**config.mk**
```make
export PLATFORM = sky130hd
export DESIGN_NAME = step_coordinator_flat
export DESIGN_NICKNAME = d
export VERILOG_FILES = /design/src/rtl/step_coordinator_pkg.sv /design/src/rtl/step_coordinator_if.sv /design/src/rtl/step_coordinator_phase_timer.sv /design/src/rtl/step_coordinator.sv /design/src/flat_wrapper.sv
export SDC_FILE = /design/constraint.sdc
export NUM_CORES = 1
export LEC_CHECK = 0
export CAP_MARGIN = 20
export CORE_MARGIN = 2
export CORE_UTILIZATION = 45
export DETAILED_ROUTE_END_ITERATION = 8
export PLACE_DENSITY = 0.81
export SETUP_SLACK_MARGIN = 0.4
export SYNTH_ARGS = -nofsm -noshare
export SYNTH_HDL_FRONTEND = slang
export SYNTH_HIERARCHICAL = 1
export SYNTH_SLANG_ARGS = --single-unit
export TNS_END_PERCENT = 5
```
**constraint.sdc**
```tcl
create_clock -name GCLK -period 2.7 [get_ports GCLK]
set_clock_uncertainty 0.15 [all_clocks]
set_input_delay 0.405 -clock GCLK [delete_from_list [all_inputs] [get_ports GCLK]]
set_output_delay 0.405 -clock GCLK [all_outputs]
set_load 0.02 [all_outputs]
```
**src/rtl/step_coordinator_pkg.sv**
```systemverilog
// step_coordinator_pkg: state encoding, default opcodes and helpers shared by the step coordinator.
package step_coordinator_pkg;
    typedef enum logic [3:0] {IDLE, FETCH, LATCH, RD, PHA, GAPA, PHB, GAPB, HOLD, PAUSE, DONE} state_e;
    localparam logic [3:0] OPC_LD_DEF = 4'h1;
    localparam logic [3:0] OPC_ST_DEF = 4'h2;
    localparam logic [3:0] OPC_HALT_DEF = 4'hF;
    function automatic int max2(input int a, input int b);
        return (a > b) ? a : b;
    endfunction
endpackage

```
**src/rtl/step_coordinator_if.sv**
```systemverilog
// step_coordinator_if: IRAM/DRAM bus between the coordinator (master) and the FPGA-side memories (slave).
interface step_coordinator_if #(
    parameter int ADDR_W = 8,
    parameter int INST_W = 16,
    parameter int DATA_W = 8
);
    logic [ADDR_W-1:0] iram_addr;
    logic [INST_W-1:0] iram_data;
    logic [ADDR_W-1:0] dram_addr;
    logic dram_we;
    logic [DATA_W-1:0] dram_wdata;
    logic [DATA_W-1:0] dram_rdata;
    modport master (output iram_addr, dram_addr, dram_we, dram_wdata, input iram_data, dram_rdata);
    modport slave (input iram_addr, dram_addr, dram_we, dram_wdata, output iram_data, dram_rdata);
endinterface

```
**src/rtl/step_coordinator_phase_timer.sv**
```systemverilog
// step_coordinator_phase_timer: loadable down-counter; done while the count sits at zero.
module step_coordinator_phase_timer #(
    parameter int W = 3
) (
    input logic clk,
    input logic rst_n,
    input logic load,
    input logic [W-1:0] load_val,
    output logic done
);
    logic [W-1:0] cnt_q, cnt_d;
    always_comb cnt_d = load ? load_val : (cnt_q != '0) ? cnt_q - 1'b1 : cnt_q;
    always_ff @(posedge clk or negedge rst_n) begin
        if (!rst_n) cnt_q <= '0;
        else cnt_q <= cnt_d;
    end
    assign done = (cnt_q == '0);
endmodule

```
**src/rtl/step_coordinator.sv**
```systemverilog
// step_coordinator: sequences one CNT-core instruction at a time (fetch, optional load, CLKA, CLKB, optional store).
module step_coordinator
    import step_coordinator_pkg::*;
#(
    parameter int INST_W = 16,
    parameter int DATA_W = 8,
    parameter int ADDR_W = 8,
    parameter int OPC_W = 4,
    parameter logic [OPC_W-1:0] OPC_LD = OPC_W'(OPC_LD_DEF),
    parameter logic [OPC_W-1:0] OPC_ST = OPC_W'(OPC_ST_DEF),
    parameter logic [OPC_W-1:0] OPC_HALT = OPC_W'(OPC_HALT_DEF),
    parameter int PHASE_CYC = 4,
    parameter int GAP_CYC = 2,
    parameter int MAX_STEPS = 0
) (
    input logic GCLK,
    input logic RESET,
    input logic EN,
    input logic STEP_MODE,
    input logic IICING,
    output logic ENC,
    output logic CACK,
    output logic TIMEOUT,
    output logic CLKA,
    output logic CLKB,
    input logic [ADDR_W-1:0] PC,
    output logic [INST_W-1:0] INST,
    output logic [DATA_W-1:0] DI,
    input logic [DATA_W-1:0] DO,
    output logic [15:0] step_cnt,
    step_coordinator_if.master mem
);
    localparam int TW = $clog2(max2(PHASE_CYC, GAP_CYC) + 1);
    state_e state_q, state_d;
    logic [INST_W-1:0] inst_q, inst_d;
    logic [DATA_W-1:0] di_q, di_d, wdata_q, wdata_d;
    logic [ADDR_W-1:0] iaddr_q, iaddr_d;
    logic [15:0] cnt_q, cnt_d, cnt_inc;
    logic mode_q, mode_d, tout_q, tout_d, we_q, we_d;
    logic clka_q, clka_d, clkb_q, clkb_d, enc_q, enc_d, cack_q, cack_d;
    logic [OPC_W-1:0] lat_opc, inst_opc;
    logic t_done, boundary, wd_hit;
    logic [TW-1:0] t_load;
    always_comb begin
        lat_opc = mem.iram_data[INST_W-1 -: OPC_W];
        inst_opc = inst_q[INST_W-1 -: OPC_W];
        boundary = (state_q == GAPB) && t_done;
        cnt_inc = (cnt_q == 16'hFFFF) ? cnt_q : cnt_q + 16'd1;
        wd_hit = (MAX_STEPS != 0) && (cnt_inc == 16'(MAX_STEPS));
        state_d = state_q;
        case (state_q)
            IDLE: if (EN && !IICING) state_d = FETCH;
            FETCH: state_d = LATCH;
            LATCH: state_d = (lat_opc == OPC_HALT) ? DONE : (lat_opc == OPC_LD) ? RD : PHA;
            RD: state_d = PHA;
            PHA: if (t_done) state_d = GAPA;
            GAPA: if (t_done) state_d = PHB;
            PHB: if (t_done) state_d = GAPB;
            GAPB: if (t_done) state_d = wd_hit ? DONE : IICING ? HOLD : mode_q ? PAUSE : EN ? FETCH : IDLE;
            HOLD: state_d = !EN ? IDLE : !IICING ? FETCH : HOLD;
            PAUSE, DONE: if (!EN) state_d = IDLE;
            default: state_d = IDLE;
        endcase
        mode_d = (state_q == IDLE) ? STEP_MODE : mode_q;
        cnt_d = (state_q == IDLE && state_d == FETCH) ? 16'd0 : boundary ? cnt_inc : cnt_q;
        tout_d = (state_d == IDLE) ? 1'b0 : (boundary && wd_hit) ? 1'b1 : tout_q;
        inst_d = (state_q == LATCH) ? mem.iram_data : inst_q;
        di_d = (state_q == RD) ? mem.dram_rdata : di_q;
        iaddr_d = (state_d == FETCH) ? PC : iaddr_q;
        we_d = (state_q == PHB) && t_done && (inst_opc == OPC_ST);
        wdata_d = we_d ? DO : wdata_q;
        clka_d = (state_d == PHA);
        clkb_d = (state_d == PHB);
        enc_d = state_d inside {FETCH, LATCH, RD, PHA, GAPA, PHB, GAPB};
        cack_d = state_d inside {PAUSE, DONE};
        t_load = (state_d == PHA || state_d == PHB) ? TW'(PHASE_CYC - 1) : TW'(GAP_CYC - 1);
    end
    always_ff @(posedge GCLK or negedge RESET) begin
        if (!RESET) begin
            state_q <= IDLE;
            inst_q <= '0;
            di_q <= '0;
            wdata_q <= '0;
            iaddr_q <= '0;
            cnt_q <= '0;
            mode_q <= 1'b0;
            tout_q <= 1'b0;
            we_q <= 1'b0;
            clka_q <= 1'b0;
            clkb_q <= 1'b0;
            enc_q <= 1'b0;
            cack_q <= 1'b0;
        end else begin
            state_q <= state_d;
            inst_q <= inst_d;
            di_q <= di_d;
            wdata_q <= wdata_d;
            iaddr_q <= iaddr_d;
            cnt_q <= cnt_d;
            mode_q <= mode_d;
            tout_q <= tout_d;
            we_q <= we_d;
            clka_q <= clka_d;
            clkb_q <= clkb_d;
            enc_q <= enc_d;
            cack_q <= cack_d;
        end
    end
    step_coordinator_phase_timer #(.W(TW)) u_timer (
        .clk(GCLK),
        .rst_n(RESET),
        .load(state_d != state_q),
        .load_val(t_load),
        .done(t_done)
    );
    assign ENC = enc_q;
    assign CACK = cack_q;
    assign TIMEOUT = tout_q;
    assign CLKA = clka_q;
    assign CLKB = clkb_q;
    assign INST = inst_q;
    assign step_cnt = cnt_q;
    // Operand address and load data bypass their registers so a load fits in one RD cycle ahead of CLKA.
    assign DI = (state_q == RD) ? mem.dram_rdata : di_q;
    assign mem.dram_addr = (state_q == LATCH) ? mem.iram_data[ADDR_W-1:0] : inst_q[ADDR_W-1:0];
    assign mem.iram_addr = iaddr_q;
    assign mem.dram_we = we_q;
    assign mem.dram_wdata = wdata_q;
endmodule

```
**src/flat_wrapper.sv**
```systemverilog
// flat-port wrapper written by rule: the top's interface ports become plain ports
module step_coordinator_flat import step_coordinator_pkg::*;
#(
    parameter int INST_W = 16,
    parameter int DATA_W = 8,
    parameter int ADDR_W = 8,
    parameter int OPC_W = 4,
    parameter logic [OPC_W-1:0] OPC_LD = OPC_W'(OPC_LD_DEF),
    parameter logic [OPC_W-1:0] OPC_ST = OPC_W'(OPC_ST_DEF),
    parameter logic [OPC_W-1:0] OPC_HALT = OPC_W'(OPC_HALT_DEF),
    parameter int PHASE_CYC = 4,
    parameter int GAP_CYC = 2,
    parameter int MAX_STEPS = 0
)
  (GCLK, RESET, EN, STEP_MODE, IICING, ENC, CACK, TIMEOUT, CLKA, CLKB, PC, INST, DI, DO, step_cnt, mem_iram_addr, mem_dram_addr, mem_dram_we, mem_dram_wdata, mem_iram_data, mem_dram_rdata);
  step_coordinator_if #(.ADDR_W(ADDR_W), .INST_W(INST_W), .DATA_W(DATA_W)) mem_i ();
  input logic GCLK;
  input logic RESET;
  input logic EN;
  input logic STEP_MODE;
  input logic IICING;
  output logic ENC;
  output logic CACK;
  output logic TIMEOUT;
  output logic CLKA;
  output logic CLKB;
  input logic [ADDR_W-1:0] PC;
  output logic [INST_W-1:0] INST;
  output logic [DATA_W-1:0] DI;
  input logic [DATA_W-1:0] DO;
  output logic [15:0] step_cnt;
  output wire logic [$bits(mem_i.iram_addr)-1:0] mem_iram_addr;
  output wire logic [$bits(mem_i.dram_addr)-1:0] mem_dram_addr;
  output wire logic [$bits(mem_i.dram_we)-1:0] mem_dram_we;
  output wire logic [$bits(mem_i.dram_wdata)-1:0] mem_dram_wdata;
  input wire logic [$bits(mem_i.iram_data)-1:0] mem_iram_data;
  input wire logic [$bits(mem_i.dram_rdata)-1:0] mem_dram_rdata;
  assign mem_iram_addr = mem_i.iram_addr;
  assign mem_dram_addr = mem_i.dram_addr;
  assign mem_dram_we = mem_i.dram_we;
  assign mem_dram_wdata = mem_i.dram_wdata;
  assign mem_i.iram_data = mem_iram_data;
  assign mem_i.dram_rdata = mem_dram_rdata;
  step_coordinator #(.INST_W(INST_W), .DATA_W(DATA_W), .ADDR_W(ADDR_W), .OPC_W(OPC_W), .OPC_LD(OPC_LD), .OPC_ST(OPC_ST), .OPC_HALT(OPC_HALT), .PHASE_CYC(PHASE_CYC), .GAP_CYC(GAP_CYC), .MAX_STEPS(MAX_STEPS)) u_core (.GCLK(GCLK), .RESET(RESET), .EN(EN), .STEP_MODE(STEP_MODE), .IICING(IICING), .ENC(ENC), .CACK(CACK), .TIMEOUT(TIMEOUT), .CLKA(CLKA), .CLKB(CLKB), .PC(PC), .INST(INST), .DI(DI), .DO(DO), .step_cnt(step_cnt), .mem(mem_i));
endmodule
```
======== After elaboration in Yosys (flattened, before gate mapping) ========
Index checks and enable logic that the tools add are counted.
word-level totals
  register bits after elaboration ......... 69
operators by class
  muxes and demuxes ....................... 22
  equality and inequality tests ........... 25
  reduce and logical (&&, ||, !) cells .... 16
  add/subtract/negate cells ............... 2
operators with widths
  kind                     count
  $mux W16                 3
  $mux W4                  11
  $pmux W4 S10             1
  $eq A4 B3 Y1 const B     8
  $eq A4 B4 Y1 const B     6
  $eq A4 B2 Y1 const B     5
  $add A16 B1 Y16 const B  1
  $eq A16 B16 Y1 const B   1
  $mux W8                  2
  $eq A4 B1 Y1 const B     3
  $mux W3                  3
  $reduce_bool A7 Y1       1
  $reduce_bool A2 Y1       3
  $logic_and A1 B1 Y1      5
  $logic_not A4 Y1         1
  $ne A4 B4 Y1             1
  $logic_not A3 Y1         1
  $reduce_bool A3 Y1       1
  $sub A3 B1 Y3 const B    1
  $mux W2                  1
  $ne A2 B2 Y1 const B     1
  $reduce_and A2 Y1        1
  $reduce_or A2 Y1         1
  $logic_not A1 Y1         1
  other kinds (2)          2

======== Longest topological paths before layout ========
  word-level depth ........................ 9
  depth in mapped cells ................... 12
  depth with buffers taken out ............ 12

======== Cells and area by module ========
Netlist, hierarchy kept.
modules (own cells, without submodules)
  module                        area each (µm²)  cells an instance  instances  seq. area each (µm²)
  step_coordinator              2950.3           254                1          1651.6
  step_coordinator_phase_timer  200.2            21                 1          75.1

======== Worst setup path after synthesis ========
Ideal clock, no wire load.
  path kind ............................... register to register
  from .................................... register u_core.u_timer.cnt_q[0]
  to ...................................... register u_core.u_timer.cnt_q[0]
  period minus slack after synthesis ...... 2473 ps
  data required time ...................... 2404 ps
  path slack .............................. 227 ps
  cell stages (with the launch flop) ...... 13
  path buffers ............................ 0
  arrival time ............................ 2177 ps
  library setup time ...................... 146 ps
  cells stage by stage .................... dfrtp_1 -> inv_1 -> ha_1 -> nand2b_1 -> inv_1 -> inv_1 -> a22o_1 -> a32oi_1 -> nand3_2 -> xnor2_1 -> o211ai_1 -> nor4b_1 -> a221oi_1
between the ends
  longest elaborated chain between the ends .. 5
  elaborated cells between the ends (all ways) .. 12
ends and longest elaborated chain
  item                                                  line                                RTL
  start, declared                                       step_coordinator_phase_timer.sv:11  logic [W-1:0] cnt_q, cnt_d;
  start signal, assigned                                step_coordinator_phase_timer.sv:15  else cnt_q <= cnt_d;
  $logic_not A3 Y1 *                                    step_coordinator_phase_timer.sv:17  assign done = (cnt_q == '0);
  named net u_core.t_done                               step_coordinator.sv:42              logic t_done, boundary, wd_hit;
  $mux W4, on equally long branches                     --
  $pmux W4 S10 *                                        step_coordinator.sv:51              case (state_q)
  named net u_core.state_d[0]                           step_coordinator.sv:34              state_e state_q, state_d;
  $ne A4 B4 Y1 *                                        step_coordinator.sv:112             .load(state_d != state_q),
  $mux W3 / $reduce_bool A2 Y1 (equally long branches)  --
Mark *: on every way through the listed nets, which the timed path passes. The rest lies on a longest branch. The select of a mux whose other input is x is not followed.
A chain may end at the register's enable or synchronous reset.

======== Worst setup path in the final report ========
  from .................................... register u_core.u_timer.cnt_q[0]
  to ...................................... register u_core.u_timer.cnt_q[2]
The elaborated chain is that of the path after synthesis.

==> impl_metrics.env <==
export IMPL_die_w_um=87.7
export IMPL_grt_pass1_vias=2612
export IMPL_area_delta_synth_final_pct=59.2
export IMPL_design_area_um2=5010
export IMPL_leakagePower_nw=2.20
export IMPL_multi_input_area_um2=1430
export IMPL_ir_drop_mv=0.525
export IMPL_required_ns=2.81
export IMPL_rsz0062_at_grt="yes"
export IMPL_maxSlewViolCount=0
export IMPL_p_seq_share_pct=31.7
export IMPL_dpl_cell_count=489
export IMPL_cp_end_kind="flop"
export IMPL_setup_violations_final=0
export IMPL_holdWs_ns=0.331
export IMPL_finalCritPeriodShare_pct=97.4
export IMPL_cts_root_buf="clkbuf_8"
export IMPL_diodes=0
export IMPL_grt_pass1_wl_mm=12.1
export IMPL_path_buf_inv=5
export IMPL_utilization_pct=73.8
export IMPL_status="complete, no violations"
export IMPL_die_y_um=87.7
export IMPL_drc_errors=0
export IMPL_place_ws_ns=-0.00679
export IMPL_nets=484
export IMPL_p_int_mw=3.48
export IMPL_min_path_cells=2
export IMPL_path_depth=12
export IMPL_wl_mm=8.73
export IMPL_clock_sinks=69
export IMPL_total_power_mw=5.68
export IMPL_max_slew_margin_pct=56.6
export IMPL_hold_path_class="flop to flop"
export IMPL_cp_cell_sequence="inv_2 > ha_4 > nand2b_4 > inv_4 > buf_4 > nor4bb_1 > o21ai_1 > o221ai_4 > o211ai_1 > inv_1 > buf_4 > a31oi_1"
export IMPL_core_um2=6790
export IMPL_avgViaCountPerCell=5.12
export IMPL_synthDistinctLibCells=53
export IMPL_ant_nets=0
export IMPL_powerDensity_nw_per_um2=1130
export IMPL_crit_arrival_ns=2.74
export IMPL_ys_flop_type="dfrtp_1"
export IMPL_drtIter0Drc=214
export IMPL_gp_congestion=0.833
export IMPL_startpoint_type="flop"
export IMPL_tns_ns=0
export IMPL_numCtsBuffers=9
export IMPL_drive_above_1_share_pct=27.3
export IMPL_syn_cell_area_um2=3150
export IMPL_max_cap_violations=0
export IMPL_slowest_stage="o211ai_1"
export IMPL_cts_path_max_buffers=2
export IMPL_globalRouteTotalUtil_pct=20.4
export IMPL_crit_family="compound AO/OA/AOI/OAI gates"
export IMPL_drt_pre_antenna_iters=4
export IMPL_place_area_um2=4470
export IMPL_grt_overflow_total=0
export IMPL_syn_avg_cell_area_um2=11.5
export IMPL_swShare_pct=38.9
export IMPL_ys_seq_elements=69
export IMPL_fmax_mhz=380
export IMPL_grt_start_max_net_pins=27
export IMPL_hold_viol_final=0
export IMPL_tritoncts="yes"
export IMPL_layoutNonFillerInstCount=535
export IMPL_syn_inst=275
export IMPL_ys_seq_area_share_pct=54.8
export IMPL_crit_top_cell="buf_4"
export IMPL_antenna_found_initial=0
export IMPL_synth_edff_count=0
export IMPL_max_stage_delay_ns=0.53
export IMPL_worst_slack_ns=0.0707
export IMPL_clk_latency_ns=0.35
export IMPL_initial_utilization_pct=46.4
export IMPL_crit_type="flop to flop"
export IMPL_clkPwrFrac_pct=15.7
export IMPL_hpwlAfterDp_mm=5.42
export IMPL_h_tree_depth=3
export IMPL_wl_per_cell_um=16.3
export IMPL_num_vias=2737
export IMPL_ys_async_sr_fraction_pct=100
export IMPL_io_buffer_count=113
export IMPL_cts_clk_slew_worst_paths_ns=0.07
export IMPL_fin_crit_ns=2.63
export IMPL_pin_count=115
export IMPL_ys_warn_count=6
export IMPL_die_area_um2=7690
export IMPL_switching_power_mw=2.21
export IMPL_pwr_share_comb_pct=52.6
export IMPL_reg2regPathDepth=12
export IMPL_rows=30
export IMPL_fillers=472
export IMPL_ff_latch_area_um2=1730
export IMPL_crit_fanout=7
export IMPL_max_slew_worst_pin_slew_ns=0.645
==> synthesized netlist by cell type, types with 2 or more instances <==
| cell type | n | area [µm²] |
|---|---|---|
| a21oi_1 | 5 | 25.0 |
| and3_1 | 5 | 31.3 |
| and4_1 | 3 | 26.3 |
| buf_2 | 3 | 15.0 |
| buf_4 | 2 | 15.0 |
| clkbuf_1 | 2 | 7.51 |
| conb_1 | 2 | 7.51 |
| dfrtp_1 | 69 | 1730 |
| ha_1 | 3 | 37.5 |
| inv_1 | 12 | 45.0 |
| mux2_1 | 8 | 90.1 |
| mux2_2 | 24 | 270 |
| nand2_1 | 31 | 116 |
| nand2b_1 | 3 | 18.8 |
| nand3_1 | 6 | 30.0 |
| nand4_1 | 6 | 37.5 |
| nor2_1 | 20 | 75.1 |
| nor2b_1 | 8 | 50.1 |
| nor3_1 | 5 | 25.0 |
| nor4b_1 | 2 | 17.5 |
| nor4b_2 | 2 | 30.0 |
| nor4bb_1 | 2 | 20.0 |
| o211ai_1 | 2 | 15.0 |
| o21ai_0 | 6 | 30.0 |
| or3_1 | 3 | 18.8 |
| xnor2_1 | 6 | 52.6 |
| xor2_1 | 9 | 78.8 |
==> power groups by stage <==
stage	clock network, mW	registers, mW	logic, mW
global route	0.951	1.85	3.16
CTS	0.894	1.79	2.72
floorplan	0	2.17	1.02
detailed placement	0	1.80	2.62
global placement	0	1.78	2.58
finish	0.892	1.80	2.99
==> per-layer routing <==
metal / up-vias / share of wire [%] / GRT usage [%]
li1: 1275 / - / -
met1: 1334 / 40 / 25.0
met2: 98 / 52 / 32.8
met3: 30 / 4.6 / 6.13
met4: 0 / 3.7 / 10.1
met5: - / 0 / 0
==> worst min-delay path, stage by stage, from the launching register on <==
cell	delay (ns)
dfrtp_1	0.35
nand2_1	0.05
nand2_1	0.05
==> kinds of logic (layout without fill, tap and decap cells) <==
logic type / after synthesis / in the layout / synth area share (%)
compound gates: 25 / 25 / 5.44
xor+xnor: 15 / 15 / 4.17
fa+ha+maj: 3 / 3 / 1.19
buf+inv: 20 / 183 / 2.74
flops: 69 / 69 / 54.8
mux: 33 / 33 / 11.8
other cells: 2 / 3 / 0.238
simple gates: 108 / 108 / 19.7
==> what timing repair did <==
action | 4_1_cts | 5_1_grt
cloned | 1 | 0
setup buffers | 8 | 22
gates resized for setup | 64 | 20
pin swaps | 5 | 9
endpoints found under the hold margin | 24 | 0
hold buffers | 1 | 0
setup endpoints to repair | 27 | 39
==> sequential cells by signal, indices dropped and copies added, names as in the netlist <==
register / count
u_core/mem.dram_wdata: 8
u_core/CACK: 1
u_core/ENC: 1
u_core/mem.dram_we: 1
u_core/step_cnt: 16
u_core/di_q: 8
u_core/CLKB: 1
u_core/INST: 16
u_core/mem.iram_addr: 8
u_core/CLKA: 1
u_core/mode_q: 1
u_core/u_timer/cnt_q: 3
u_core/state_q: 4
==> cell type report <==
cell class / instances / area share (%)
timing repair buffer: 156 / 29.6
sequential: 69 / 34.4
tap: 96 / 2.40
inverter: 13 / 1.02
clock inverter: 5 / 1.55
multi-input combinational: 187 / 28.5
clock buffer: 9 / 2.47
==> cells in the final DEF (no fill, tap or decap), types with 2 or more instances in the layout <==
cell type	instances
and4_1	3
buf_12	2
nand4_1	6
nor4bb_1	2
conb_1	3
xor2_1	9
nor2b_1	8
clkinv_2	2
nand2_1	31
a21oi_2	2
clkbuf_8	9
buf_2	8
nand3_1	6
inv_2	2
or3_1	3
and3_1	5
o21ai_0	5
ha_1	2
o211ai_1	2
buf_6	4
nor2_1	20
xnor2_1	6
nand2b_1	2
mux2_2	22
mux2_1	8
clkdlybuf4s15_2	7
dfrtp_1	69
nor4b_2	4
clkdlybuf4s50_1	96
inv_1	9
mux2_4	2
bufinv_16	2
a21oi_1	4
nor3_1	5
buf_4	36
==> path summary, 6_finish.rpt <==
kind	start	to	slack [ns]
hold / removal	u_core/mem.dram_wdata[0]$_DFFE_PN0P_	u_core/mem.dram_wdata[0]$_DFFE_PN0P_	0.33
max in group asynchronous	RESET	u_core/mem.dram_wdata[0]$_DFFE_PN0P_	1.23
hold reg to reg	u_core/mem.dram_wdata[0]$_DFFE_PN0P_	u_core/mem.dram_wdata[0]$_DFFE_PN0P_	0.33
setup reg to reg	u_core/u_timer/cnt_q[0]$_DFFE_PN0P_	u_core/u_timer/cnt_q[2]$_DFFE_PN0P_	0.07
setup / recovery	u_core/u_timer/cnt_q[0]$_DFFE_PN0P_	u_core/u_timer/cnt_q[2]$_DFFE_PN0P_	0.07
min in group asynchronous	RESET	u_core/step_cnt[12]$_DFFE_PN0P_	0.46
No activity file was read; power rests on OpenSTA's default activity.
